===== config.mk =====
export PLATFORM = sky130hd
export DESIGN_NAME = regs_writeback
export DESIGN_NICKNAME = d
export VERILOG_FILES = /design/src/rtl/rv_pkg.sv /design/src/rtl/sync_fifo.sv /design/src/rtl/regs_writeback.sv
export SDC_FILE = /design/constraint.sdc
export NUM_CORES = 1
export LEC_CHECK = 0
export CAP_MARGIN = 10
export CORE_MARGIN = 1.5
export CORE_UTILIZATION = 49
export CTS_CLUSTER_DIAMETER = 200
export DETAILED_ROUTE_END_ITERATION = 16
export PLACE_DENSITY_LB_ADDON = 0.25
export SETUP_SLACK_MARGIN = 0.2
export SYNTH_ARGS = -nofsm -noshare
export SYNTH_HDL_FRONTEND = slang
export SYNTH_SLANG_ARGS = --single-unit

===== constraint.sdc =====
create_clock -name clk -period 4.7 [get_ports clk]
set_input_delay 1.41 -clock clk [delete_from_list [all_inputs] [get_ports clk]]
set_output_delay 1.41 -clock clk [all_outputs]
set_load 0.01 [all_outputs]

===== src/rtl/rv_pkg.sv =====
// Shared register-file types: address/data widths and the write-back entry
// carried through the execute-result FIFO.
package rv_pkg;

    localparam int REG_ADDR_W = 5;
    localparam int XLEN       = 32;
    localparam int NUM_REGS   = 1 << REG_ADDR_W;

    // One pending register-file write: destination and value.
    typedef struct packed {
        logic [REG_ADDR_W-1:0] rd;
        logic [XLEN-1:0]       data;
    } wb_entry_t;

    // Bits needed to count from 0 up to and including depth.
    function automatic int cnt_w(input int depth);
        return $clog2(depth + 1);
    endfunction

endpackage


===== src/rtl/sync_fifo.sv =====
// Single-clock FIFO with registered occupancy count. full/empty come from the
// registered count only, so a push on a full FIFO is refused even when a pop
// happens in the same cycle. DEPTH must be a power of two.
module sync_fifo #(
    parameter int WIDTH = 8,
    parameter int DEPTH = 2
) (
    input  logic                       clk,
    input  logic                       rst_n,
    input  logic                       push,
    input  logic [WIDTH-1:0]           push_data,
    input  logic                       pop,
    output logic [WIDTH-1:0]           pop_data,
    output logic                       full,
    output logic                       empty,
    output logic [$clog2(DEPTH+1)-1:0] count
);

    localparam int AW = (DEPTH > 1) ? $clog2(DEPTH) : 1;
    localparam int CW = $clog2(DEPTH + 1);

    logic [WIDTH-1:0] mem_q [DEPTH];
    logic [AW-1:0]    wr_ptr_q, wr_ptr_d;
    logic [AW-1:0]    rd_ptr_q, rd_ptr_d;
    logic [CW-1:0]    count_q, count_d;
    logic             do_push, do_pop;

    assign full     = (count_q == CW'(DEPTH));
    assign empty    = (count_q == '0);
    assign count    = count_q;
    assign do_push  = push & ~full;
    assign do_pop   = pop & ~empty;
    assign pop_data = mem_q[rd_ptr_q];

    // Next pointers and occupancy; pointers wrap naturally at a power-of-two depth.
    always_comb begin
        // NOTE: every variable gets a default before any branch so no latch is inferred.
        wr_ptr_d = wr_ptr_q;
        rd_ptr_d = rd_ptr_q;
        if (do_push) wr_ptr_d = wr_ptr_q + AW'(1);
        if (do_pop)  rd_ptr_d = rd_ptr_q + AW'(1);
        count_d = count_q + CW'(do_push) - CW'(do_pop);
    end

    // Pointer and count registers.
    always_ff @(posedge clk or negedge rst_n) begin
        // NOTE: sequential state uses non-blocking assignments so every flop samples pre-edge values.
        if (!rst_n) begin
            wr_ptr_q <= '0;
            rd_ptr_q <= '0;
            count_q  <= '0;
        end else begin
            wr_ptr_q <= wr_ptr_d;
            rd_ptr_q <= rd_ptr_d;
            count_q  <= count_d;
        end
    end

    // Entry storage.
    // NOTE: the array is not reset; the count guarantees no slot is read before it is written.
    always_ff @(posedge clk) begin
        if (do_push) mem_q[wr_ptr_q] <= push_data;
    end

endmodule


===== src/rtl/regs_writeback.sv =====
// Sole driver of the register-file write port. Execute results wait in a
// small FIFO; load destinations are reserved in issue order in a tag queue.
// A returning load always wins the port, because its response cannot be
// stalled. busy reports every register with a write still in flight.
module regs_writeback
    import rv_pkg::*;
#(
    parameter int EX_DEPTH = 2,
    parameter int LD_DEPTH = 4
) (
    input  logic                  clk,
    input  logic                  rst_n,
    input  logic                  ex_valid,
    output logic                  ex_ready,
    input  logic [REG_ADDR_W-1:0] ex_rd,
    input  logic [XLEN-1:0]       ex_data,
    input  logic                  ld_req_valid,
    output logic                  ld_req_ready,
    input  logic [REG_ADDR_W-1:0] ld_req_rd,
    input  logic                  ld_rsp_valid,
    input  logic [XLEN-1:0]       ld_rsp_data,
    output logic                  wr_en,
    output logic [REG_ADDR_W-1:0] addrD,
    output logic [XLEN-1:0]       dataD,
    output logic [NUM_REGS-1:0]   busy,
    output logic                  ld_err
);

    // Per-register load count is wide enough for every tag slot to name the
    // same register; the EX count likewise covers a full EX FIFO.
    localparam int LC_W = (cnt_w(LD_DEPTH) > 2) ? cnt_w(LD_DEPTH) : 2;
    localparam int EC_W = cnt_w(EX_DEPTH);

    // FIFO interfaces
    wb_entry_t             ex_push_entry;
    wb_entry_t             ex_head;
    logic                  ex_full, ex_empty;
    logic [EC_W-1:0]       ex_count;
    logic [REG_ADDR_W-1:0] ld_head;
    logic                  ld_full, ld_empty;
    logic [cnt_w(LD_DEPTH)-1:0] ld_count;

    // Handshakes and selection
    logic      ex_push, ld_push;
    logic      ex_pop, ld_take;
    logic      sel_valid;
    wb_entry_t sel_entry;

    // Registered state
    logic                  wr_en_q, wr_en_d;
    logic [REG_ADDR_W-1:0] addr_q, addr_d;
    logic [XLEN-1:0]       data_q, data_d;
    logic                  ld_err_q, ld_err_d;
    logic [LC_W-1:0]       ld_cnt_q [NUM_REGS];
    logic [LC_W-1:0]       ld_cnt_d [NUM_REGS];
    logic [EC_W-1:0]       ex_cnt_q [NUM_REGS];
    logic [EC_W-1:0]       ex_cnt_d [NUM_REGS];

    // Occupancy counts are available for debug but not needed here.
    logic unused_counts;
    assign unused_counts = ^{ex_count, ld_count};

    assign ex_ready      = ~ex_full;
    assign ld_req_ready  = ~ld_full;
    assign ex_push       = ex_valid & ex_ready;
    assign ld_push       = ld_req_valid & ld_req_ready;
    assign ex_push_entry = '{rd: ex_rd, data: ex_data};

    sync_fifo #(
        .WIDTH ($bits(wb_entry_t)),
        .DEPTH (EX_DEPTH)
    ) u_ex_fifo (
        .clk       (clk),
        .rst_n     (rst_n),
        .push      (ex_push),
        .push_data (ex_push_entry),
        .pop       (ex_pop),
        .pop_data  (ex_head),
        .full      (ex_full),
        .empty     (ex_empty),
        .count     (ex_count)
    );

    sync_fifo #(
        .WIDTH (REG_ADDR_W),
        .DEPTH (LD_DEPTH)
    ) u_tag_queue (
        .clk       (clk),
        .rst_n     (rst_n),
        .push      (ld_push),
        .push_data (ld_req_rd),
        .pop       (ld_take),
        .pop_data  (ld_head),
        .full      (ld_full),
        .empty     (ld_empty),
        .count     (ld_count)
    );

    // Pick this cycle's write: load response first, else EX head. A response
    // with nothing reserved is flagged and still blocks the EX FIFO.
    always_comb begin
        sel_valid = 1'b0;
        sel_entry = '0;
        ld_take   = 1'b0;
        ex_pop    = 1'b0;
        ld_err_d  = ld_err_q;
        if (ld_rsp_valid) begin
            if (!ld_empty) begin
                ld_take   = 1'b1;
                sel_valid = 1'b1;
                sel_entry = '{rd: ld_head, data: ld_rsp_data};
            end else begin
                ld_err_d  = 1'b1;
            end
        end else if (!ex_empty) begin
            ex_pop    = 1'b1;
            sel_valid = 1'b1;
            sel_entry = ex_head;
        end
    end

    // Write-port next state; an x0 destination is consumed without a strobe.
    always_comb begin
        wr_en_d = sel_valid && (sel_entry.rd != '0);
        addr_d  = addr_q;
        data_d  = data_q;
        if (wr_en_d) begin
            addr_d = sel_entry.rd;
            data_d = sel_entry.data;
        end
    end

    // Per-register pending counts: up on reserve/accept, down on the pop that writes it.
    always_comb begin
        for (int r = 0; r < NUM_REGS; r++) begin
            ld_cnt_d[r] = ld_cnt_q[r];
            ex_cnt_d[r] = ex_cnt_q[r];
            if (r != 0) begin
                ld_cnt_d[r] = ld_cnt_q[r]
                            + LC_W'(ld_push && (ld_req_rd == REG_ADDR_W'(r)))
                            - LC_W'(ld_take && (ld_head == REG_ADDR_W'(r)));
                ex_cnt_d[r] = ex_cnt_q[r]
                            + EC_W'(ex_push && (ex_rd == REG_ADDR_W'(r)))
                            - EC_W'(ex_pop && (ex_head.rd == REG_ADDR_W'(r)));
            end
        end
    end

    // Busy straight from the counters so a bit drops as its write reaches the port.
    always_comb begin
        busy = '0;
        for (int r = 1; r < NUM_REGS; r++) begin
            busy[r] = (ld_cnt_q[r] != '0) || (ex_cnt_q[r] != '0);
        end
    end

    // Output, error and counter registers.
    always_ff @(posedge clk or negedge rst_n) begin
        if (!rst_n) begin
            wr_en_q  <= 1'b0;
            addr_q   <= '0;
            data_q   <= '0;
            ld_err_q <= 1'b0;
            for (int r = 0; r < NUM_REGS; r++) begin
                ld_cnt_q[r] <= '0;
                ex_cnt_q[r] <= '0;
            end
        end else begin
            wr_en_q  <= wr_en_d;
            addr_q   <= addr_d;
            data_q   <= data_d;
            ld_err_q <= ld_err_d;
            for (int r = 0; r < NUM_REGS; r++) begin
                ld_cnt_q[r] <= ld_cnt_d[r];
                ex_cnt_q[r] <= ex_cnt_d[r];
            end
        end
    end

    assign wr_en  = wr_en_q;
    assign addrD  = addr_q;
    assign dataD  = data_q;
    assign ld_err = ld_err_q;

endmodule

==> flow_summary.json, run 1 <==
{
  "cts_setup_buffers": 0,
  "drt_wl_total_um": 33000,
  "fp.dieW_um": 176,
  "hold_viol": 0,
  "synth.yosys.seq_area_share": 0.540,
  "p_leak_nw": 8.04,
  "grt_pass1_wl_um": 52600,
  "crit_required_ns": 5.13,
  "diodes": 0,
  "cts_buffer_depth": 3,
  "cpLargestDelayFamily": "simple AND/OR/NAND/NOR gates",
  "setup_tns_ns": 0,
  "period_share": 0.819,
  "relSlewSlack": 0.148,
  "multi_input_area_um2": 6100,
  "finalWeightedCongestion": 0.872,
  "synth_edf_count": 94,
  "clk_latency_ns": 0.52,
  "syn_area_um2": 14700,
  "ys_seq_elements": 299,
  "grt_max_degree": 102,
  "worstPathArrival_ns": 4.27,
  "portBuffers": 150,
  "slowest_delay_ns": 0.67,
  "drv_cap": 0,
  "antenna_found_initial": 1,
  "register_area_um2": 7950,
  "yosysTopAreaCell": "dfrtp_1",
  "ios": 152,
  "fillers": 2377,
  "grt_pass1_vias": 9747,
  "hold_path_class": "reg -> reg",
  "cts_hold_buf": 0,
  "start_util": 0.498,
  "drcViolationCount": 0,
  "dp.final_hpwl_um": 23800,
  "track_usage": 0.220,
  "area_growth_syn_to_layout_pct": 21.8,
  "coreArea_um2": 29600,
  "netlist_instances": 1228,
  "end_kind": "flip-flop",
  "numCtsBuffers": 34,
  "ys.warnings.count": 0,
  "min_period_ns": 3.85,
  "cts.repair.resized": 0,
  "fin_area_um2": 17900,
  "fmax_ghz": 0.260,
  "post_synth_num_cell_types": 49,
  "root_buffer": "clkbuf_16",
  "rows": 63,
  "drt_first_iter_violations": 652,
  "yosysTopAreaCellShare": 0.349,
  "p_per_area_nw_per_um2": 626,
  "die_y_um": 176,
  "synthFlopType": "dfrtp_1",
  "rsz0062_at_grt": "no",
  "worst-setup-path-type": "in -> reg",
  "dr.pass1.iters": 5,
  "htreeDepth": 2,
  "cts.sinks": 299,
  "fp.dieArea_um2": 31100,
  "final_net_count": 1648,
  "clk_pin_slew_ns": 0.06,
  "postRouteAntennaNets": 0,
  "grt_overflow": 0,
  "async_flop_share": 0.686,
  "slowest_stage": "nor3_1",
  "layout-drive-gt1-share": 0.0798,
  "syn_area_per_cell_um2": 12.0,
  "synth_fp_nets": 1471,
  "vias": 9313,
  "drt-wirelength-per-cell_um": 18.2,
  "clock_skew_ns": 0.0161,
  "cp_max_fo": 6,
  "setup_viol": 0,
  "worst_pin_slew_ns": 1.28,
  "status": "finished clean",
  "ir_drop_v": 0.000348,
  "routed_via_density": 5.12,
  "path_cells": "clkdlybuf4s50_1 -> nand3_1 -> nor3_1 -> nand2_1 -> ha_1 -> inv_1 -> ha_1 -> inv_1 -> fa_1 -> xnor2_1 -> xnor2_1",
  "slew_viol_final": 0,
  "synth.area.top_cells": "dfrtp_1 35%, edfxtp_1 19%, ha_1 11%",
  "cts_tree": "yes",
  "start_kind": "input pin",
  "place_area_um2": 16700,
  "path_buf_inv": 3
}
==> logic make-up (layout without fill, tap and decap cells) <==
group | count (synthesis) | after routing | share of synthesized area
AO/OA/AOI/OAI | 55 | 55 | 0.0238
XOR/XNOR | 133 | 133 | 0.0792
adder cells (fa/ha/maj) | 164 | 164 | 0.156
buffers and inverters | 171 | 372 | 0.0459
flip-flops | 299 | 299 | 0.540
multiplexers | 72 | 72 | 0.0593
other | 1 | 1 | 0.000255
AND/OR/NAND/NOR | 333 | 333 | 0.0953
==> cell usage after synthesis, types with 2 or more instances <==
| cell type | number |
|---|---|
| dfrtp_1 | 205 |
| nand2_1 | 147 |
| inv_1 | 140 |
| ha_1 | 132 |
| xnor2_1 | 123 |
| nor2_1 | 107 |
| edfxtp_1 | 94 |
| nor3_1 | 37 |
| mux2i_1 | 35 |
| o21ai_0 | 34 |
| fa_1 | 32 |
| clkbuf_1 | 17 |
| mux2_2 | 17 |
| mux2_4 | 10 |
| xor2_1 | 10 |
| buf_1 | 9 |
| nand2b_1 | 9 |
| nand3_1 | 6 |
| nor2b_1 | 6 |
| nor4_1 | 6 |
| and3_1 | 5 |
| mux2_1 | 5 |
| buf_6 | 4 |
| a21oi_1 | 3 |
| a221o_1 | 3 |
| and2_1 | 3 |
| mux4_1 | 3 |
| a21o_1 | 2 |
| mux4_2 | 2 |
| nor3b_1 | 2 |
| o22ai_1 | 2 |
==> where the power goes <==
group	internal (mW)	total, mW	switching, mW	leakage [nW]
Clock	1.68	2.72	1.04	0.573
Sequential	3.82	4.54	0.719	3.33
Combinational	1.98	3.95	1.97	4.13
Total	7.48	11.2	3.74	8.04
==> layout by cell type (no fill, tap or decap), drive strengths merged, types with 5 or more instances in the layout <==
cell type and n:
nand3 6, xor2 10, nor2b 6, mux2i 35, clkbuf 51, edfxtp 94
o21ai 34, inv 142, nor2 107, xnor2 123, and2 5, dfrtp 205
mux4 5, nand2 147, nor3 37, nand2b 9, and3 5, buf 22
nor4 6, mux2 32, fa 32, clkdlybuf4s50 149, ha 132
==> worst paths after layout <==
path / from / slack, ns / cells past startpoint / end
setup reg to reg: u_tag_queue.rd_ptr_q[0] / 1.37 / 10 / ld_cnt_q[80]
max in group asynchronous: rst_n / 2.76 / 2 / ld_cnt_q[66]
hold / removal: ld_err / 0.46 / 1 / ld_err
min in group asynchronous: rst_n / 0.97 / 1 / dataD[14]
setup / recovery: ld_req_valid / 0.85 / 11 / ld_cnt_q[80]
hold reg to reg: ld_err / 0.46 / 1 / ld_err
==> area by class of cell <==
class / instances / share of cell area
Clock inverter: 10 / 0.00810
Sequential cell: 299 / 0.444
Multi-Input combinational cell: 758 / 0.340
Inverter: 140 / 0.0293
Timing Repair Buffer: 172 / 0.0939
Clock buffer: 50 / 0.0571
Tap cell: 390 / 0.0272
==> sequential cells by signal, indices dropped and copies added, names as in the netlist <==
| register | cells |
|---|---|
| u_tag_queue.count | 3 |
| ld_cnt_q | 93 |
| ex_cnt_q | 62 |
| wr_en | 1 |
| ld_err | 1 |
| u_tag_queue.mem_q | 20 |
| u_ex_fifo.count | 2 |
| u_tag_queue.rd_ptr_q | 2 |
| u_ex_fifo.mem_q | 74 |
| u_ex_fifo.rd_ptr_q | 1 |
| addrD | 5 |
| u_tag_queue.wr_ptr_q | 2 |
| dataD | 32 |
| u_ex_fifo.wr_ptr_q | 1 |
==> per-stage QoR <==
stage               hold slack, ns  utilization  cells  power, mW  setup slack (ns)
floorplan                    0.447            -   1228       7.09              1.14
global placement             0.451        0.567   1759       8.36             0.518
detailed placement           0.447        0.567   1759       8.55             0.356
CTS                          0.459        0.606   1819       11.3             0.886
global route                 0.477        0.606   1819       11.9             0.729
finish                       0.457        0.606   1819       11.2             0.853
==> metal layers <==
layer  vias up  track usage  share of wire
met5         -            0        0.00030
met2       249        0.359           0.47
li1       4386            -              -
met3        61       0.0418          0.060
met1      4615        0.298           0.44
met4         2       0.0702          0.026
Note: power is estimated with default switching activity, not from simulation.
==> inputs of run 2 (changes only) <==
- clock period: 4.7 -> 3.9 ns (I/O delays scaled with it)
==> flow_summary.json, run 2 (synthesis gave the netlist of run 1 again) <==
{
  "track_usage": 0.224,
  "slew_viol_final": 0,
  "relSlewSlack": 0.475,
  "p_int_mw": 8.97,
  "cts.repair.resized": 0,
  "hold_viol": 0,
  "top_regs": "ld_cnt_q: 93 flops, u_ex_fifo.mem_q: 74 flops, ex_cnt_q: 62 flops",
  "layout-drive-gt1-share": 0.0895,
  "end_kind": "flip-flop",
  "cp_max_fo": 8,
  "grt_pass1_wl_um": 53700,
  "grt_overflow": 0,
  "drt_wl_total_um": 33300,
  "cts_hold_buf": 0,
  "worst-setup-path-type": "reg -> reg",
  "slowest_delay_ns": 0.74,
  "place_ws_ns": 0.119,
  "vias": 9410,
  "cpLargestDelayFamily": "multiplexers",
  "start_util": 0.498,
  "timing.critical_path.depth": 10,
  "drt_first_iter_violations": 709,
  "path_cells": "mux4_1 -> nand2b_1 -> nor2_1 -> ha_1 -> inv_1 -> ha_1 -> inv_1 -> fa_1 -> xnor2_1 -> xnor2_1",
  "worst_r2r_endpoint": "ld_cnt_q[77]",
  "cp-endpoint": "ld_cnt_q[77]",
  "power_mw": 13.5,
  "dp.final_hpwl_um": 23300,
  "fmax_ghz": 0.305,
  "grt_max_degree": 62,
  "layout_commonest_cell": "dfrtp_1",
  "dr.pass1.iters": 5,
  "cts_tree": "yes",
  "setup_tns_ns": 0,
  "largest_register_ff_count": 93,
  "rsz0062_at_grt": "no",
  "crit_start": "u_tag_queue.rd_ptr_q[0]",
  "fin_hold_ws_ns": 0.469,
  "start_kind": "flip-flop",
  "ir_drop_v": 0.000480,
  "drcViolationCount": 0,
  "cts.sinks": 299,
  "clk_pin_slew_ns": 0.06,
  "reg2reg_setup_slack_ns": 0.62,
  "layout.cells.non_filler": 1833,
  "clockPowerShare": 0.240,
  "worstPathArrival_ns": 3.76,
  "postRouteAntennaNets": 0,
  "htreeDepth": 1,
  "finalWeightedCongestion": 0.841,
  "grt_pass1_vias": 9825,
  "p_per_area_nw_per_um2": 749,
  "drt-wirelength-per-cell_um": 18.1,
  "reg2reg_depth": 10,
  "p_leak_nw": 8.10,
  "routed_via_density": 5.13,
  "mostFrequentLayoutCells": "204 x dfrtp_1, 149 x clkdlybuf4s50_1, 147 x nand2_1",
  "hold_path_class": "reg -> reg",
  "fp.dieArea_um2": 31100,
  "power.switching_mw": 4.51,
  "coreArea_um2": 29600,
  "antenna_found_initial": 1,
  "largest_register": "ld_cnt_q",
  "area_growth_syn_to_layout_pct": 22.4,
  "min_period_ns": 3.28,
  "clock_skew_ns": 0.0131,
  "fin_area_um2": 18000,
  "fin_util": 0.609,
  "setup_viol": 0,
  "rows": 63,
  "reg2reg_from": "u_tag_queue.rd_ptr_q[0]",
  "period_share": 0.841,
  "die_y_um": 176,
  "root_buffer": "clkbuf_16",
  "comb_power_share": 0.354,
  "clk_latency_ns": 0.56,
  "ios": 152,
  "portBuffers": 150,
  "status": "finished clean",
  "fp.dieW_um": 176,
  "slowest_stage": "mux4_1",
  "cts_setup_buffers": 0,
  "worst_pin_slew_ns": 0.786,
  "setup_ws_ns": 0.621,
  "final_net_count": 1659,
  "p_sw_frac": 0.334,
  "path_buf_inv": 2,
  "numCtsBuffers": 31,
  "p_seq_frac": 0.406,
  "drv_cap": 0,
  "cts_buffer_depth": 3,
  "fillers": 2379,
  "crit_required_ns": 4.38,
  "dp.cells": 1773,
  "place_area_um2": 16900
}
run 2: changes by cell type in the layout (fill, tap and decap cells not counted), moves of 2 or more:
cell / previous run / this run
buf_12: 1 / 3
buf_4: 21 / 33
bufinv_16: 3 / 6
clkbuf_1: 6 / 2
clkbuf_16: 35 / 32
clkbuf_8: 10 / 5
clkinv_2: 3 / 9
diode_2: 0 / 2
run 2: area by class of cell:
class / count / area [µm²] / area share
clock inverters: 20 / 256 / 0.0142
well taps: 390 / 488 / 0.0271
diodes: 2 / 5.00 / 0.000278
inverters: 140 / 526 / 0.0292
multi-input cells: 758 / 6100 / 0.339
repair buffers: 186 / 1810 / 0.101
clock buffers: 38 / 863 / 0.0480
flip-flops and latches: 299 / 7950 / 0.442
run 2: routing by layer:
metal | up-vias | wire length, µm | GRT usage
li1 | 4410 | - | -
met1 | 4666 | 14800 | 0.314
met2 | 282 | 15300 | 0.357
met3 | 52 | 2290 | 0.0431
met4 | 0 | 798 | 0.0580
met5 | - | 0 | 0.00321
run 2: how the worst min path moves through the flow:
| stage | cells past startpoint | from | to |
|---|---|---|---|
| final | 1 | ld_err | ld_err |
| after global routing | 1 | ld_err | ld_err |
| after CTS | 1 | ld_err | ld_err |
| after detailed placement | 1 | ld_err | ld_err |
| after global placement | 1 | ld_err | ld_err |
| after floorplan | 1 | ld_cnt_q[2] | ld_cnt_q[2] |
run 2: power by group through the flow:
stage	combinational, mW	sequential (mW)	clock (mW)
2_1_floorplan	3.17	5.37	0
3_3_place_gp	4.61	5.48	0
3_5_place_dp	4.82	5.51	0
4_1_cts	4.84	5.48	3.29
5_1_grt	5.31	5.64	3.42
6_report	4.77	5.48	3.23
